$ cat src/rtl/clk_div_pkg.sv
// Shared definitions for the programmable clock divider: FSM state encoding
// and the smallest divisor the divider can produce a clock from.
package clk_div_pkg;

    typedef enum logic [1:0] {
        ST_STOP  = 2'd0,
        ST_RUN   = 2'd1,
        ST_DRAIN = 2'd2
    } state_t;

    localparam int DIV_MIN = 2;

endpackage

$ cat src/rtl/clk_divider_prog.sv
// Programmable integer clock divider: registered divided clock with a period
// tick, run/drain control and glitch-free divisor changes at period boundaries.
module clk_divider_prog
    import clk_div_pkg::*;
#(
    parameter int DIV_W   = 8,
    parameter int DIV_RST = 2
) (
    input  logic             i_clk_in,
    input  logic             i_rst,
    input  logic             i_en,
    input  logic [DIV_W-1:0] i_div_val,
    input  logic             i_div_load,
    output logic             o_clk_out,
    output logic             o_tick,
    output logic             o_div_pend,
    output logic             o_div_err,
    output logic [DIV_W-1:0] o_div_cur,
    output logic             o_running
);

    state_t           state_q;
    logic [DIV_W-1:0] cnt_q;
    logic             clk_q;
    logic             tick_q;
    logic             running_q;

    logic [DIV_W-1:0] div_cur_q;
    logic [DIV_W-1:0] pend_val_q;
    logic             pend_q;
    logic             err_q;

    logic             wrap;
    logic             apply;
    logic             load_ok;
    logic [DIV_W-1:0] cnt_inc;
    logic [DIV_W-1:0] half_n;

    // A period ends on the cycle the counter sits at N-1; that is the only
    // point (besides STOP) where a new divisor may take over.
    assign wrap    = (state_q != ST_STOP) && (cnt_q == div_cur_q - DIV_W'(1));
    assign apply   = pend_q && (wrap || (state_q == ST_STOP));
    assign load_ok = i_div_load && (i_div_val >= DIV_W'(DIV_MIN));
    assign cnt_inc = cnt_q + DIV_W'(1);
    // ceil(N/2) without needing an extra carry bit
    assign half_n  = (div_cur_q >> 1) + DIV_W'(div_cur_q[0]);

    always_ff @(posedge i_clk_in or posedge i_rst) begin
        if (i_rst) begin
            state_q   <= ST_STOP;
            cnt_q     <= '0;
            clk_q     <= 1'b0;
            tick_q    <= 1'b0;
            running_q <= 1'b0;
        end else begin
            case (state_q)
                ST_STOP: begin
                    cnt_q     <= '0;
                    clk_q     <= i_en;
                    tick_q    <= i_en;
                    running_q <= i_en;
                    state_q   <= i_en ? ST_RUN : ST_STOP;
                end
                default: begin
                    if (wrap) begin
                        cnt_q     <= '0;
                        clk_q     <= i_en;
                        tick_q    <= i_en;
                        running_q <= i_en;
                        state_q   <= i_en ? ST_RUN : ST_STOP;
                    end else begin
                        cnt_q     <= cnt_inc;
                        clk_q     <= (cnt_inc < half_n);
                        tick_q    <= 1'b0;
                        running_q <= 1'b1;
                        state_q   <= i_en ? ST_RUN : ST_DRAIN;
                    end
                end
            endcase
        end
    end

    // A load landing on the apply edge still wins the pending slot, while
    // the previously pending value becomes the divisor in force.
    always_ff @(posedge i_clk_in or posedge i_rst) begin
        if (i_rst) begin
            div_cur_q  <= DIV_W'(DIV_RST);
            pend_val_q <= '0;
            pend_q     <= 1'b0;
            err_q      <= 1'b0;
        end else begin
            err_q <= i_div_load && !load_ok;
            if (apply) begin
                div_cur_q <= pend_val_q;
            end
            if (load_ok) begin
                pend_val_q <= i_div_val;
                pend_q     <= 1'b1;
            end else if (apply) begin
                pend_q <= 1'b0;
            end
        end
    end

    assign o_clk_out  = clk_q;
    assign o_tick     = tick_q;
    assign o_running  = running_q;
    assign o_div_pend = pend_q;
    assign o_div_err  = err_q;
    assign o_div_cur  = div_cur_q;

endmodule

$ cat config.mk
export PLATFORM = sky130hd
export DESIGN_NAME = clk_divider_prog
export DESIGN_NICKNAME = d
export VERILOG_FILES = /design/src/rtl/clk_div_pkg.sv /design/src/rtl/clk_divider_prog.sv
export SDC_FILE = /design/constraint.sdc
export NUM_CORES = 1
export LEC_CHECK = 0
export CAP_MARGIN = 25
export CORE_MARGIN = 2
export CORE_UTILIZATION = 59
export CTS_CLUSTER_DIAMETER = 50
export CTS_CLUSTER_SIZE = 30
export DETAILED_ROUTE_END_ITERATION = 10
export GPL_ROUTABILITY_DRIVEN = 0
export GPL_TIMING_DRIVEN = 0
export PLACE_DENSITY = 0.84
export SETUP_SLACK_MARGIN = 0.02
export SLEW_MARGIN = 20
export SYNTH_ARGS = -nofsm -noshare
export SYNTH_HDL_FRONTEND = slang
export SYNTH_SLANG_ARGS = --single-unit
$ cat constraint.sdc
create_clock -name i_clk_in -period 5.2 [get_ports i_clk_in]
set_input_delay 1.04 -clock i_clk_in [delete_from_list [all_inputs] [get_ports i_clk_in]]
set_output_delay 1.04 -clock i_clk_in [all_outputs]
set_load 0.02 [all_outputs]
# Word-level counts from Yosys, hierarchy flattened
# Cells that the tools add are included.
# totals
ff_bits,31
in_bits,12
# classes
addsub,3
order_cmp,2
n_eq_ne,1
n_mux,14
reduce_logical,9
# op_table
operator,n
8-bit two-way mux,2
1-bit two-way mux,9
7-bit by 1-bit adder with 8-bit output,1
"8-bit by 1-bit adder with 8-bit output, second input constant",1
8-bit equality test,1
"8-bit by 2-bit >= comparator with 1-bit output, second input constant",1
8-bit < comparator,1
"8-bit by 1-bit subtractor with 8-bit output, second input constant",1
2-bit two-way mux,3
1-bit logical AND,4
2-bit nonzero test,2
2-bit logical NOT,1
1-bit logical NOT,1
1-bit logical OR,1

# Logic depth before layout (Yosys ltp)
# Gate-level depths: netlist of the first run.
# depth
depth_word,7
ltp_mapped,10
ltp_nobuf,10

# Worst setup path before layout of the first run
# No wires, ideal clock.
# synth_path
kind,input-to-reg
start,in i_div_val[4]
end,reg pend_val_q[0]
setup_time_ns,0.125
t_arrival_ns,2.340
required_time_ns,5.075
setup_slack_ns,2.735
path_stages,5
path_cell_list,or4_1 -> nor4_1 -> nand2b_1 -> buf_2 -> mux2_2
# synth_via
elab_chain_cells,2
# synth_lines
element,line,text
from (decl),clk_divider_prog.sv:12,"input logic [DIV_W-1:0] i_div_val,"
8-bit by 2-bit >= comparator with 1-bit output,clk_divider_prog.sv:43,assign load_ok = i_div_load && (i_div_val >= DIV_W'(DIV_MIN));
1-bit logical AND,clk_divider_prog.sv:43,
to (signal assigned),clk_divider_prog.sv:97,pend_val_q <= i_div_val;
to (decl),clk_divider_prog.sv:29,logic [DIV_W-1:0] pend_val_q;
# Every way passes these cells.
# A chain may end at the register's enable or synchronous reset.

# Worst setup path after layout of the first run
# Ends and elaborated chain as after synthesis.

==> impl_metrics.ini, run 1 <==
[outcome]
status = finished clean

[min_path]
min_to = pend_val_q[5]
hp-class = reg -> reg
holdCritStartpoint = pend_val_q[5]
whs_path_depth = 2

[clocking]
cts_setup_buffers = 0
cts-htree-levels = 2
cts_root_buffer = clkbuf_4
clk_pin_slew_ns = 0.10
ctsResizeCount = 0
cts-buffers-inserted = 5
cts_sinks = 31
clockBufferDepth = 2
clock_latency_ns = 0.34
postCtsHoldBufs = 0
cts_tree = yes

[setup_path]
reg2reg_from = o_div_cur[0]
slowest_stage = or4_1
r2r_cells = 10
end_kind = flop
cp_max_fo = 9
critical_path_class = in -> reg
regToRegSetupSlack_ns = 2.61
r2r-end = o_clk_out
max_stage_delay_ns = 0.52
path_delay_family = simple AND/OR/NAND/NOR gates
cp-startpoint = i_div_val[4]
path_buf_inv = 2
worst_ep_arrival_time_ns = 2.87
cp_num_cells = 6
cp.required_ns = 5.43
startpoint_type = input port
path_cells = clkdlybuf4s50_1 -> or4_1 -> nor4_1 -> nand2b_1 -> buf_2 -> mux2_2

[synth]
synth_cell_types = 43
ys_seq_elements = 31
synthCells = 203
seq_area_frac_synth_pct = 39.8
synth_ff_type = dfrtp_1
synth_fp_nets = 226
yosys.area.top_type = dfrtp_1
async_flop_share_pct = 100
netlist.area_leader.share_pct = 38.5
ys_top_cells_by_area = dfrtp_1 (38%), xnor2_1 (7.2%), ha_1 (7.1%)
synth_area_per_cell_um2 = 9.62
syn_area_um2 = 1950
yosysWarnings = 0
synth_edf_count = 0

[timing]
period_minus_slack_ns = 2.64
setup_tns_ns = 0
worst_slack_ns = 2.56
max_freq_ghz = 0.379
hold_ws_ns = 0.492
hold_viol = 0
clock_skew_ns = 0.0123
slew_headroom_pct = 56.6
rsz0062_at_grt = false
slew_violations = 0
worst_pin_slew_ns = 0.650
setup_violations = 0
fin_crit_sh_pct = 50.8

[detailed_routing]
post-route-drc-count = 0
wl_um = 4170
route.antenna.remaining_nets = 0
avgRoutedWirePerCell_um = 14.9
routed_via_density = 5.91
num_vias = 1649
drt_iter0_markers = 84
dr.pass1.iters = 4

[grt]
use_met2_pct = 46.3
grt_max_degree = 19
antenna_found_initial = 0
gr-max-usage-layer = met2
grt_pass1_vias = 1655
grt_pass1_wl_um = 7140
use_met3_pct = 6.72
track_usage_pct = 25.8
overflow = 0
grt_use_met1_pct = 28.3

[power]
p_int_mw = 0.519
power_frac_clock_pct = 25.3
p_comb_share_pct = 36.8
power_density_nw_per_um2 = 334
vdd_drop_max_mv = 0.207
p_leak_nw = 1.06
swShare_pct = 34.0
p_seq_share_pct = 38.0
power_switching_mw = 0.267

[die]
ioPinCount = 25
coreArea_um2 = 3100
die_area_um2 = 3780
initial_utilization_pct = 62.9
fp-row-count = 20
die_w_um = 61.5
die_y_um = 61.5

[finish]
multi_input_area_um2 = 1050
diodes = 0
drive_gt1_share_pct = 12.8
nets = 257
syn2layout_area_growth_pct = 20.4
seq_area_um2 = 777
fill_cells = 235
layout_common_cells = nand2_1 (31), dfrtp_1 (30), clkdlybuf4s50_1 (23), nand3_1 (17), xnor2_1 (16)
final_common_cell = nand2_1

[place]
hpwl_um = 3250
pre_cts_ws_ns = 2.22
io_buffer_count = 23

[job]
max_cap_viol_count = 0
[worst max path at each step]
stage	endpoint	slack (ns)
after CTS	pend_val_q[0]	2.58
after floorplan	pend_val_q[0]	2.74
after detailed placement	pend_val_q[0]	2.22
after global placement	pend_val_q[0]	2.23
final	pend_val_q[0]	2.56
after global routing	o_clk_out	2.38
[state kept, by name, summed over array words and instances (netlist names)]
register,flops
o_clk_out,1
pend_val_q,8
o_div_err,1
state_q,2
o_tick,1
o_running,1
cnt_q,8
o_div_pend,1
o_div_cur,8
[layer usage]
| layer | part of all wire (%) | vias to the layer above | routed length, um |
|---|---|---|---|
| met3 | 4.7 | 14 | 194 |
| met4 | 2.4 | 0 | 102 |
| met1 | 39 | 808 | 1630 |
| li1 | - | 776 | - |
| met5 | 0 | - | 0 |
| met2 | 54 | 51 | 2240 |
[final cells by class]
class / count / share of cell area, %
Buffer: 13 / 3.83
Timing Repair Buffer: 24 / 11.0
Multi-Input combinational cell: 150 / 44.7
Clock inverter: 2 / 1.49
Inverter: 9 / 1.44
Tap cell: 44 / 2.34
Sequential cell: 31 / 33.0
Clock buffer: 6 / 2.18
[cell families (layout without fill, tap and decap cells)]
family	Yosys count	after routing	synth area share, %
compound gates	35	35	13.4
mux	3	3	2.50
simple gates	78	78	20.2
flops	31	31	39.8
xor+xnor	23	23	10.7
fa+ha+maj	11	11	7.05
buf+inv	22	54	6.35
[metrics by stage]
step | utilization [%] | power, mW | instance area (um2) | std cells
floorplan | - | 0.503 | 1950 | 203
global placement | 72.1 | 0.570 | 2240 | 270
detailed placement | 73.0 | 0.588 | 2260 | 271
CTS | 75.8 | 0.788 | 2350 | 279
global route | 75.8 | 0.836 | 2350 | 279
finish | 75.8 | 0.786 | 2350 | 279
[Yosys cell counts (all sizes together), types with 4 or more instances]
cell type	instances
o21ai	4
o311ai	8
ha	11
nor2	9
buf	8
xor2	7
xnor2	16
a31oi	8
clkbuf	5
inv	9
nand2	31
nor2b	6
o22ai	5
dfrtp	30
nand3	18
[power by group through the flow]
| stage | Clock (mW) | Sequential [mW] | Combinational [mW] |
|---|---|---|---|
| after floorplan | 0 | 0.311 | 0.193 |
| after global placement | 0 | 0.302 | 0.268 |
| after detailed placement | 0 | 0.303 | 0.285 |
| after CTS | 0.202 | 0.298 | 0.288 |
| after global routing | 0.212 | 0.303 | 0.321 |
| final | 0.199 | 0.298 | 0.289 |
[worst reg2reg max path: cells and delay by family (launching register included)]
| family | cells | cell delay (ns) |
|---|---|---|
| compound gates | 4 | 0.73 |
| xor+xnor | 1 | 0.14 |
| fa+ha+maj | 3 | 0.81 |
| flops | 1 | 0.49 |
| mux | 1 | 0.17 |
| simple gates | 1 | 0.22 |
Power figures use the tool's default switching activity.
==> run 2, diff against run 1 <==
--- a/config.mk
+++ b/config.mk
@@ -7,13 +7,13 @@
 export LEC_CHECK = 0
 export CAP_MARGIN = 25
 export CORE_MARGIN = 2
-export CORE_UTILIZATION = 59
+export CORE_UTILIZATION = 50
 export CTS_CLUSTER_DIAMETER = 50
 export CTS_CLUSTER_SIZE = 30
 export DETAILED_ROUTE_END_ITERATION = 10
 export GPL_ROUTABILITY_DRIVEN = 0
 export GPL_TIMING_DRIVEN = 0
-export PLACE_DENSITY = 0.84
+export PLACE_DENSITY = 0.76
 export SETUP_SLACK_MARGIN = 0.02
 export SLEW_MARGIN = 20
 export SYNTH_ARGS = -nofsm -noshare
==> constraint.sdc (replaced) <==
create_clock -name i_clk_in -period 2.4 [get_ports i_clk_in]
set_input_delay 0.48 -clock i_clk_in [delete_from_list [all_inputs] [get_ports i_clk_in]]
set_output_delay 0.48 -clock i_clk_in [all_outputs]
set_load 0.02 [all_outputs]
==> impl_metrics.ini, run 2 (same netlist as run 1, synthesis figures left out) <==
[timing]
max_freq_ghz = 0.430
period_minus_slack_ns = 2.33
rsz0062_at_grt = true
worst_pin_slew_ns = 0.634
clock_skew_ns = 0.00432
setup_violations = 0
hold_viol = 0
slew_violations = 0
fin_crit_sh_pct = 97.0
slew_headroom_pct = 57.7
worst_slack_ns = 0.0724

[clocking]
clk_pin_slew_ns = 0.06
clock_latency_ns = 0.28
postCtsHoldBufs = 0
cts_root_buffer = clkbuf_8
cts-buffers-inserted = 5
cts-htree-levels = 2
cts_sinks = 31
clockBufferDepth = 2
cts_tree = yes

[power]
total_power_mw = 1.80
vdd_drop_max_mv = 0.476
power_density_nw_per_um2 = 725
p_leak_nw = 1.11

[die]
die_y_um = 66.5
fp-row-count = 22
die_area_um2 = 4420
coreArea_um2 = 3720
initial_utilization_pct = 52.5
die_w_um = 66.5
ioPinCount = 25

[setup_path]
startpoint_type = flop
slowest_stage = dfstp_2
cp.required_ns = 2.62
cpMostUsedCell = ha_4
worst_ep_arrival_time_ns = 2.55
critical_path_class = reg -> reg
path_delay_family = adder cells
path_cells = ha_4 -> ha_4 -> and3_4 -> xnor2_2 -> ha_1 -> a21o_1 -> a211oi_2 -> o21ai_1 -> a21oi_2 -> mux2_4
cp_max_fo = 4
end_kind = flop
path_buf_inv = 0
reg2reg_from = o_div_cur[1]
max_stage_delay_ns = 0.60
cp-startpoint = o_div_cur[1]

[place]
hpwl_um = 3100
pre_cts_ws_ns = -0.103
io_buffer_count = 23

[finish]
nets = 263
diodes = 0
layout_common_cells = nand2_1 (31), dfrtp_1 (29), clkdlybuf4s50_1 (23), nand3_1 (17), xnor2_1 (14)
final_common_cell = nand2_1
syn2layout_area_growth_pct = 27.6
drive_gt1_share_pct = 19.5

[detailed_routing]
route.antenna.remaining_nets = 0
avgRoutedWirePerCell_um = 14.8
dr.pass1.iters = 4
post-route-drc-count = 0
routed_via_density = 5.58
num_vias = 1612
wl_um = 4270
drt_iter0_markers = 55

[job]
max_cap_viol_count = 0

[grt]
track_usage_pct = 22.7
grt_pass1_vias = 1575
grt_pass1_wl_um = 7430
antenna_found_initial = 0
overflow = 0
grt_max_degree = 32

[min_path]
holdCritStartpoint = pend_val_q[5]
hp-class = reg -> reg

[outcome]
status = finished clean
[run 2: power breakdown]
part           switching (mW)  leakage, nW  internal (mW)
logic                   0.362        0.700          0.344
registers              0.0700        0.364          0.583
clock network           0.184       0.0515          0.261
total                   0.616         1.11           1.19
[run 2: per-layer routing]
metal | share of wire, % | wire, um | global-route usage (%) | vias up
li1 | - | - | - | 785
met1 | 45 | 1930 | 29.7 | 784
met2 | 50 | 2140 | 37.9 | 38
met3 | 3.7 | 157 | 4.73 | 5
met4 | 0.94 | 40 | 6.63 | 0
met5 | 0 | 0 | 0 | -
[run 2: path summary, 6_finish.rpt]
path / end / slack, ns / cells past startpoint
max: o_clk_out / 0.07 / 10
min: pend_val_q[5] / 0.48 / 2
max reg2reg: o_clk_out / 0.07 / 10
min reg2reg: pend_val_q[5] / 0.48 / 2
max in group asynchronous: o_div_cur[0] / 1.35 / 2
min in group asynchronous: o_div_cur[7] / 0.60 / 2
[run 2: area by class of cell]
type                       instances  area [um2]
fill                             306        1230
multi-input combinational        150        1140
sequential                        31         778
timing repair buffer              30         283
clock buffer                       8         100
buffer                            13        90.1
tap                               48        60.1
inverter                           9        33.8
[run 2: stage by stage]
stage | cells | hold slack, ns | utilization [%] | area (um2) | setup TNS (ns)
global placement | 274 | 0.461 | 60.4 | 2240 | -0.172
CTS | 286 | 0.479 | 65.6 | 2440 | 0
floorplan | 203 | 0.446 | - | 1950 | 0
detailed placement | 274 | 0.464 | 60.4 | 2240 | -0.187
global route | 289 | 0.514 | 67.0 | 2490 | -0.0387
finish | 289 | 0.475 | 67.0 | 2490 | 0
[run 2: worst register-to-register path: cells and delay by family (launching register included)]
| kind | cells | cell delay [ns] |
|---|---|---|
| mux | 1 | 0.14 |
| simple gates | 1 | 0.20 |
| flops | 1 | 0.60 |
| compound gates | 4 | 0.63 |
| fa+ha+maj | 3 | 0.63 |
| xor+xnor | 1 | 0.06 |
[run 2: repair_timing]
action | in CTS | in global routing
pin swaps | 5 | 8
resized for setup | 11 | 6
setup endpoints to repair | 15 | 20
setup buffers | 4 | 3
==> RTL edit 1, RTL diff (settings of run 1) <==
Change the parameter `DIV_W` from 8 to 10.
--- a/src/rtl/clk_divider_prog.sv
+++ b/src/rtl/clk_divider_prog.sv
@@ -5,3 +5,3 @@
 #(
-    parameter int DIV_W   = 8,
+    parameter int DIV_W   = 10,
     parameter int DIV_RST = 2
Interface: changed (resized i_div_val and o_div_cur); port bits go from 25 to 29. The function was not compared with the original's and may differ.
==> RTL edit 1 against run 1 <==
- synthesized cell count rose by 34%
- via count rose by 41%
- design area rose by 27%
- routed wire length rose by 51%
- synthesized area rose by 31%
- clock skew fell by 0.0037 ns
- sequential cell count rose by 6
- power rose by 6.8%
- setup slack got worse by 0.56 ns
- critical path type is now flop to flop
- largest cell class unchanged
==> RTL edit 1: results (changes against run 1) <==
Finish
  • Final nets: 335 (+30%)
  • Share of cells above drive strength 1: 0.124 (-0.00388)
  • Fill count: 315 (+34%)

Pwr
  • Peak VDD IR: 0.213 mV (+3.0%)
  • LEAKAGE: 1.26 nW (+18%)

Clock network
  • Worst-Skew Late Latency: 0.29 ns (-0.05 ns)
  • Clock Pin Slew Worst Setup and Hold Paths: 0.07 ns (-0.03 ns)
  • Root Buffer: clkbuf_8

Critical path
  • Crit path max-delay family: buffers and inverters
  • Arrival time at the worst endpoint: 3.33 ns (+0.46 ns)
  • Reg2Reg Depth: 10 (unchanged)
  • Critical-path top delay cell: dfstp_2
  • CP max FO: 10 (+1)
  • CP max stage delay: 0.56 ns (+0.04 ns)

Global route
  • Vias in the first global route: 2236 (+35%)
  • Largest net degree at the start of global routing: 38 (+19)
  • Met1 Use GR: 0.384 (+0.101)
  • GRT Overall Usage: 0.273 (+0.0155)
  • Global-route met3 utilization: 0.0480 (-0.0193)
  • Met2 Resource Use GR: 0.414 (-0.0494)
  • First-pass GRT wire length: 10600 um (+48%)

STA
  • Slew margin rel.: 0.493 (-0.0736)
  • Worst Skew: 0.00860 ns (-0.00371 ns)

Place
  • HPWL after DPL: 4560 um (+40%)
  • Pre-CTS setup slack: 2.06 ns (-0.156 ns)
  • Port buffer count: 28 (+22%)

Yosys
  • Distinct cell type count after synthesis: 49 (+14%)
  • Compound-gate portion of the synthesized area: 0.157 (+0.0231)
  • Post-synthesis xor/xnor area fraction: 0.0925 (-0.0146)
  • Synth area leaders: dfrtp_1 (35%), xnor2_1 (7.2%), ha_1 (6.8%)
  • Post-synth top cells: dfrtp_1 (36), nand3_1 (27), xnor2_1 (21)
  • Mux contribution to synthesized area: 0.0479 (+0.0229)
  • Seq/Total Area, Yosys: 0.363 (-0.0356)

Routing
  • WL/cell: 17.6 um (+18%)
  • Via/cell ratio: 6.50 (+10%)
  • Met3 WL: 414 um (+110%)
  • Met2 wire len: 2900 um (+29%)
  • Pre-antenna DRT Iters: 5 (+1)
  • M1 WL: 2790 um (+71%)
  • First DRT Iteration DRCs: 224 (+170%)

Min path
  • Min-Delay Path Depth: 1 (-1)

Status
  • Status: finished clean
==> RTL edit 1: through the flow <==
stage,instances,util,power (W),hold WS (ns),instance area [um^2]
2_1_floorplan,272,-,0.000549,0.503,2560
3_3_place_gp,350,0.710,0.000625,0.523,2900
3_5_place_dp,350,0.710,0.000634,0.542,2900
4_1_cts,357,0.731,0.000836,0.556,2990
5_1_grt,357,0.731,0.000893,0.578,2990
6_report,357,0.731,0.000839,0.553,2990
==> RTL edit 1: cells by family after synthesis <==
group           count (synthesis)
simple gates                   94
compound gates                 53
flops                          37
buf+inv                        36
xor+xnor                       27
fa+ha+maj                      14
mux                            11
==> RTL edit 1: worst paths after layout <==
kind / from / slack (ns) / endpoint
setup / recovery: o_div_cur[1] / 2.00 / o_div_cur[6]
setup reg to reg: o_div_cur[1] / 2.00 / o_div_cur[6]
min in group asynchronous: i_rst / 1.20 / cnt_q[1]
hold / removal: pend_val_q[4] / 0.55 / pend_val_q[4]
max in group asynchronous: i_rst / 3.51 / o_div_cur[3]
hold reg to reg: pend_val_q[4] / 0.55 / pend_val_q[4]
==> RTL edit 1: power breakdown <==
| part | internal [W] | switching [W] |
|---|---|---|
| Combinational | 0.000130 | 0.000160 |
| Sequential | 0.000315 | 0.0000311 |
| Clock | 0.000105 | 0.0000989 |
==> RTL edit 1: final cells by class <==
class | count | area, um^2 | area share
inverters | 14 | 52.6 | 0.0176
flip-flops and latches | 37 | 927 | 0.310
repair buffers | 28 | 280 | 0.0938
plain buffers | 22 | 111 | 0.0373
multi-input cells | 199 | 1470 | 0.491
well taps | 50 | 62.6 | 0.0209
clock buffers | 7 | 86.3 | 0.0289
==> RTL edit 2, RTL diff (config.mk and constraints of run 1) <==
Without the edit above. Register the output `o_div_err` once more, cleared by the reset; this adds one clock of latency there. The other outputs are not delayed to match.
--- a/src/rtl/clk_divider_prog.sv
+++ b/src/rtl/clk_divider_prog.sv
@@ -108,3 +108,9 @@
     assign o_div_pend = pend_q;
-    assign o_div_err  = err_q;
+    always_ff @(posedge i_clk_in or posedge i_rst) begin
+        if (i_rst) begin
+            o_div_err <= '0;
+        end else begin
+            o_div_err <= err_q;
+        end
+    end
     assign o_div_cur  = div_cur_q;
Behaviour: not the same (Yosys sat finds a counterexample within 4 cycles, from zero or initial values and one cycle with i_rst high).
==> RTL edit 2 against run 1 <==
- sequential cell count increased by 1
- synthesized cell count grew 0.49%
- global-route usage shrank 2.4 points
- via count shrank 4.6%
- power decreased by 8.9%
- die area is 1.2% higher
- hold slack worse by 0.14 ns
- routed wire length down 8.2%
- utilization decreased by 5.4 points
- synthesized area grew 1.3%
- design area down 1.7%
- setup slack worse by 0.049 ns
- cell count is 0.36% higher
- largest power group unchanged
==> RTL edit 2: results (changes against run 1) <==
Yosys
  • Mux contribution to synthesized area: 0.0247 (-0.000316)
  • Post-synth top cells: dfrtp_1 (31), nand2_1 (31), nand3_1 (17)
  • Synth area leaders: dfrtp_1 (39%), xnor2_1 (7.1%), ha_1 (7.0%)
  • Seq/Total Area, Yosys: 0.406 (+0.00762)
  • Adder-Cell Fraction of Synth Area: 0.0696 (-0.000893)
  • Post-Syn Nets: 227 (+0.44%)
  • Post-synthesis xor/xnor area fraction: 0.106 (-0.00136)
  • Compound-gate portion of the synthesized area: 0.132 (-0.00170)

Pwr
  • Peak VDD IR: 0.184 mV (-11%)
  • LEAKAGE: 1.04 nW (-1.9%)

Routing
  • Vias after detailed routing: 1573 (-4.6%)
  • M1 WL: 1770 um (+8.3%)
  • First DRT Iteration DRCs: 60 (-29%)
  • Met3 WL: 127 um (-35%)
  • Drt total wl: 3830 um (-8.2%)
  • Met2 wire len: 1880 um (-16%)

STA
  • Worst Skew: 0.0144 ns (+0.00209 ns)

Finish
  • Share of cells above drive strength 1: 0.120 (-0.00800)

Place
  • HPWL after DPL: 2910 um (-11%)
  • Pre-CTS setup slack: 2.14 ns (-0.0773 ns)

Global route
  • Largest net degree at the start of global routing: 33 (+14)
  • GRT Overall Usage: 0.234 (-0.0241)
  • Vias in the first global route: 1529 (-7.6%)
  • Met1 Use GR: 0.303 (+0.0202)

Status
  • Status: finished clean

Critical path
  • Arrival time at the worst endpoint: 2.91 ns (+0.04 ns)
RTL edit 2: cell types whose count changed after synthesis, sizes merged:
cell   before  now
dfrtp      30   31
RTL edit 2: final timing paths:
| path | from | endpoint | slack (ns) | depth (start not counted) |
|---|---|---|---|---|
| hold reg to reg | err_q | o_div_err | 0.35 | 0 |
| max in group asynchronous | i_rst | cnt_q[2] | 3.66 | 2 |
| min in group asynchronous | i_rst | cnt_q[7] | 1.10 | 2 |
| hold / removal | err_q | o_div_err | 0.35 | 0 |
| setup / recovery | i_div_val[4] | pend_val_q[0] | 2.51 | 6 |
| setup reg to reg | o_div_cur[1] | o_clk_out | 2.68 | 10 |
RTL edit 2: report_power, final:
| part | internal [W] | switching (W) |
|---|---|---|
| Combinational | 0.000134 | 0.000144 |
| Sequential | 0.000276 | 0.0000313 |
| Clock | 0.0000497 | 0.0000801 |
RTL edit 2: cell type report:
| type | instances | area (um^2) |
|---|---|---|
| clock inverter | 1 | 5.00 |
| fill | 269 | 973 |
| sequential | 32 | 802 |
| timing repair buffer | 23 | 230 |
| clock buffer | 6 | 41.3 |
| tap | 46 | 57.6 |
| buffer | 13 | 90.1 |
| multi-input combinational | 150 | 1050 |
| inverter | 9 | 33.8 |
RTL edit 2: kinds of logic after synthesis:
| logic type | Yosys count |
|---|---|
| and+or+nand+nor | 78 |
| adders and majority gates | 11 |
| buffers and inverters | 22 |
| DFF | 32 |
| AOI/OAI and AO/OA | 35 |
| xor gates and xnor gates | 23 |
| muxes | 3 |
RTL edit 2: through the flow:
| stage | hold WS (ns) | instances |
|---|---|---|
| finish | 0.355 | 280 |
| global route | 0.377 | 280 |
| CTS | 0.357 | 280 |
| detailed placement | 0.337 | 273 |
| global placement | 0.333 | 273 |
| floorplan | 0.331 | 204 |
